File: config.mk
export PLATFORM = sky130hd
export DESIGN_NAME = except_entry_ctrl
export DESIGN_NICKNAME = d
export VERILOG_FILES = /design/src/rtl/except_entry_ctrl.sv
export SDC_FILE = /design/constraint.sdc
export NUM_CORES = 1
export LEC_CHECK = 0
export BUFFER_PORTS_ARGS = -buffer_cell sky130_fd_sc_hd__buf_2
export CORE_AREA = 4 4 101 103
export CTS_CLUSTER_DIAMETER = 100
export DETAILED_ROUTE_END_ITERATION = 6
export DIE_AREA = 0 0 105 107
export GPL_ROUTABILITY_DRIVEN = 0
export PLACE_DENSITY_LB_ADDON = 0.2
export SLEW_MARGIN = 20
export SYNTH_ARGS = -nofsm -noshare
export SYNTH_HDL_FRONTEND = slang
export SYNTH_SLANG_ARGS = --single-unit
File: constraint.sdc
create_clock -name clk -period 2.2 [get_ports clk]
set_input_delay 0.44 -clock clk [delete_from_list [all_inputs] [get_ports clk]]
set_output_delay 0.44 -clock clk [all_outputs]
set_load 0.02 [all_outputs]
File: src/rtl/except_entry_ctrl.sv
// Exception / interrupt / ERTN entry sequencer: takes the commit-slot event, drains the
// pipeline, then performs the one-cycle CSR update and fetch redirect.
module except_entry_ctrl (
  input  logic        clk,
  input  logic        rst_n,
  input  logic [31:0] estat,
  input  logic [12:0] ecfg_lie,
  input  logic [1:0]  crmd_plv,
  input  logic        crmd_ie,
  input  logic [1:0]  prmd_pplv,
  input  logic        prmd_pie,
  input  logic [31:0] era_in,
  input  logic [31:0] eentry,
  input  logic [31:0] tlbrentry,
  input  logic        commit_valid,
  input  logic [31:0] commit_pc,
  input  logic        commit_except,
  input  logic        commit_ertn,
  input  logic        flush_done,
  output logic        commit_kill,
  output logic        flush_req,
  output logic        busy,
  output logic        crmd_wr_en,
  output logic [1:0]  crmd_plv_o,
  output logic        crmd_ie_o,
  output logic        prmd_wr_en,
  output logic [1:0]  prmd_pplv_o,
  output logic        prmd_pie_o,
  output logic        era_wr_en,
  output logic [31:0] era_o,
  output logic        redirect_valid,
  output logic [31:0] redirect_pc,
  output logic [1:0]  state_dbg
);

  typedef enum logic [1:0] {IDLE, DRAIN, ENTER, RETURN} state_t;
  typedef enum logic [1:0] {K_EXC, K_INT, K_ERTN} kind_t;

  state_t      state;
  kind_t       kind;
  logic [31:0] pc_q;
  logic        int_pend;
  logic        take;
  logic        is_tlbr;
  logic        unused_estat;

  assign int_pend     = crmd_ie & (|(estat[12:0] & ecfg_lie));
  assign take         = (state == IDLE) & commit_valid & (commit_except | int_pend | commit_ertn);
  assign is_tlbr      = (kind == K_EXC) && (estat[21:16] == 6'h3f);
  assign unused_estat = ^{estat[31:22], estat[15:13]};

  always_ff @(posedge clk or negedge rst_n) begin
    if (!rst_n) begin
      state <= IDLE;
      kind  <= K_EXC;
      pc_q  <= 32'h0;
    end else begin
      case (state)
        IDLE: if (take) begin
          pc_q  <= commit_pc;
          state <= DRAIN;
          if (commit_except)  kind <= K_EXC;
          else if (int_pend)  kind <= K_INT;
          else                kind <= K_ERTN;
        end
        DRAIN: if (flush_done) state <= (kind == K_ERTN) ? RETURN : ENTER;
        default: state <= IDLE;
      endcase
    end
  end

  // Outputs decode the current state; ENTER/RETURN data comes from the CSR inputs of
  // that very cycle. Everything is gated by rst_n so reset clears them without a clock.
  always_comb begin
    commit_kill    = 1'b0;
    flush_req      = 1'b0;
    busy           = 1'b0;
    crmd_wr_en     = 1'b0;
    crmd_plv_o     = 2'b00;
    crmd_ie_o      = 1'b0;
    prmd_wr_en     = 1'b0;
    prmd_pplv_o    = 2'b00;
    prmd_pie_o     = 1'b0;
    era_wr_en      = 1'b0;
    era_o          = 32'h0;
    redirect_valid = 1'b0;
    redirect_pc    = 32'h0;
    state_dbg      = 2'b00;
    if (rst_n) begin
      state_dbg   = state;
      busy        = (state != IDLE);
      commit_kill = (state != IDLE) | take;
      case (state)
        DRAIN: flush_req = 1'b1;
        ENTER: begin
          prmd_wr_en     = 1'b1;
          prmd_pplv_o    = crmd_plv;
          prmd_pie_o     = crmd_ie;
          crmd_wr_en     = 1'b1;
          era_wr_en      = 1'b1;
          era_o          = pc_q;
          redirect_valid = 1'b1;
          redirect_pc    = is_tlbr ? tlbrentry : eentry;
        end
        RETURN: begin
          crmd_wr_en     = 1'b1;
          crmd_plv_o     = prmd_pplv;
          crmd_ie_o      = prmd_pie;
          redirect_valid = 1'b1;
          redirect_pc    = era_in;
        end
        default: ;
      endcase
    end
  end

endmodule

==> impl_metrics.yaml <==
logic_synthesis:
  synthCells: 260
  ys_seq_elements: 36
  yosys_warnings: 0
  async_flop_share_pct: 100
  yosysSeqAreaShare_pct: 36.6
  synth_ff_type: "dfrtp_1"
  yosys.cell_types.count: 32
  synthesis.nets: 445
  synth_edf_count: 0
  postSynthAreaPerCell_um2: 9.46
  synth_area_mm2: 0.00246
timing:
  skew_ns: 0.00845
  finalSetupViolCount: 1
  slew_violations: 0
  slew_headroom_pct: 72.0
  hold_violations: 0
  rsz0062_at_grt: "yes"
  finalWorstSetupSlack_ns: -0.00253
  clock.fmax_ghz: 0.454
  min_period_ns: 2.20
  tightest_slew_ns: 0.420
  fin_crit_sh_pct: 100
setup_path:
  critPathTopFamily: "buffers and inverters"
  rr_worst_depth: 7
  slowest_stage: "dfrtp_1"
  reg2reg_to: "pc_q[19]"
  arrival_ns: 1.76
  crit_end: "redirect_pc[2]"
  timing.critical_path.buf_inv: 3
  crit_fanout: 6
  path_depth: 6
  crit_type: "register to output pin"
  cp-start-kind: "register"
  critPathMaxStageDelay_ns: 0.41
  startpoint: "kind[0]"
  worstPathRequired_ns: 1.76
  r2r-start: "state[1]"
  r2r_setup_slack_ns: 0.38
  crit_path_end_kind: "output pin"
  path_cells: "nor4_4 > buf_6 > buf_12 > mux2i_2 > o21ai_1 > buf_2"
flow_run:
  drv_cap: 0
finish:
  final_cell_mix: "buf_2, nand2_1, and2_1, dfrtp_1"
  fin_util_pct: 45.5
  drive_gt1_share_pct: 60.9
  finalNetCount: 703
  syn_to_final_growth_pct: 70.0
  final_common_cell: "buf_2"
  finalNonFillerCells: 634
  fillCellCount: 928
power:
  switching_share_pct: 35.1
  seqPwrFrac_pct: 37.7
  power.leakage_uw: 0.00222
  clock_power_share_pct: 16.1
  p_per_area_mw_per_mm2: 736
  net-switching-power_uw: 1080
  p_int_uw: 2000
  ir_worst_vdd_mv: 0.535
  p_comb_share_pct: 46.2
global_route:
  grt_start_max_net_pins: 38
  grt_usage_pct: 16.7
  antenna_found_initial: 4
  grt_overflow: 0
  grt_pass1_wl_um: 15100
  grt_pass1_vias: 2990
clock_tree:
  clkSinkCount: 36
  cts-root-buf: "clkbuf_8"
  ctsHtreeMaxLevel: 2
  cts_tree: "built"
  clock_path_buffers: 2
  insertion_delay_ns: 0.28
  hold_buffers: 0
  clk_pin_slew_ns: 0.07
  cts_buffers: 5
routing:
  routed_wl_um: 9930
  wl_per_cell_um: 15.7
  drc_errors: 0
  drt_iter0_markers: 104
  drt_pre_antenna_iters: 4
  route.vias.total: 2884
  vias_per_cell: 4.55
  drtAntennaViolNets: 0
die:
  start_util_pct: 26.7
  dieHeight_um: 107
  die_area_mm2: 0.0112
  rows: 35
  design.core.area_mm2: 0.00920
  fp.dieW_um: 105
  pin_count: 264
place:
  port_buffers: 250
  post-dp-hpwl_um: 7970
  placed_cells: 614
  pre_cts_ws_ns: -0.122
run_status:
  violations: "setup timing"
  status: "complete, but fails checks"
min_path:
  hp-class: "input pin to asynchronous set/reset pin"
-- worst min-delay path by stage --
stage / start / slack (ns) / to
3_3_place_gp: rst_n / 0.39 / state[1]
3_5_place_dp: rst_n / 0.39 / state[0]
2_1_floorplan: rst_n / 0.14 / kind[0]
5_1_grt: rst_n / 0.09 / state[0]
4_1_cts: rst_n / 0.09 / state[0]
6_report: rst_n / 0.09 / state[0]
-- power by group through the flow --
| stage | clock [uW] | sequential [uW] | combinational [uW] |
|---|---|---|---|
| 2_1_floorplan | 0 | 1110 | 884 |
| 4_1_cts | 517 | 1170 | 1390 |
| 6_report | 497 | 1160 | 1420 |
| 3_3_place_gp | 0 | 1160 | 1330 |
| 3_5_place_dp | 0 | 1180 | 1360 |
| 5_1_grt | 558 | 1210 | 1560 |
-- cells in the mapped netlist, types with 2 or more instances --
library cell | n | share of area [%]
mux2_2 | 30 | 14
nor2_1 | 2 | 0.31
inv_1 | 5 | 0.76
mux2i_1 | 32 | 13
buf_4 | 2 | 0.61
mux2_1 | 2 | 0.92
and2_1 | 38 | 9.7
a22oi_1 | 4 | 1.2
nand2_1 | 40 | 6.1
buf_6 | 3 | 1.4
buf_2 | 3 | 0.61
dfrtp_1 | 36 | 37
clkbuf_1 | 10 | 1.5
nand3b_1 | 2 | 0.61
o21ai_0 | 34 | 6.9
-- area by class of cell --
class,count,area [um2],area share (%)
Antenna cell,4,10.0,0.239
Clock inverter,2,13.8,0.329
Sequential cell,36,902,21.6
Clock buffer,6,82.6,1.97
Multi-Input combinational cell,201,1460,35.0
Timing Repair Buffer,269,1550,37.1
Tap cell,111,139,3.32
Inverter,5,18.8,0.449
-- cell families after synthesis --
group / share of synthesized area, %
buffers and inverters: 4.88
muxes: 27.7
DFF: 36.6
and+or+nand+nor: 19.3
AOI/OAI and AO/OA: 11.5
-- sequential cells by signal, indices dropped and copies added, names as in the netlist --
register  flops
pc_q         32
kind          2
state         2
-- timing repair --
item	CTS	global route
pin swaps	4	6
setup endpoints to repair	32	68
buffers inserted	3	2
gates cloned	2	1
resized for setup	4	16
-- per-layer routing --
layer / vias up / wire length, um / track usage, %
met2: 147 / 5020 / 30.2
met4: 2 / 228 / 5.15
li1: 1419 / - / -
met1: 1304 / 3640 / 17.9
met5: - / 20 / 0
met3: 12 / 1020 / 6.62
-- stage by stage --
step | setup TNS, ns | hold slack, ns | power, uW | instance area (um2)
after floorplan | -0.0493 | 0.144 | 2000 | 2460
after global placement | -1.16 | 0.386 | 2490 | 3900
after detailed placement | -2.40 | 0.395 | 2540 | 3900
after CTS | -0.797 | 0.0882 | 3070 | 4090
after global routing | -2.39 | 0.0916 | 3320 | 4180
final | -0.00253 | 0.0896 | 3080 | 4180
(Power assumes the default switching activity.)
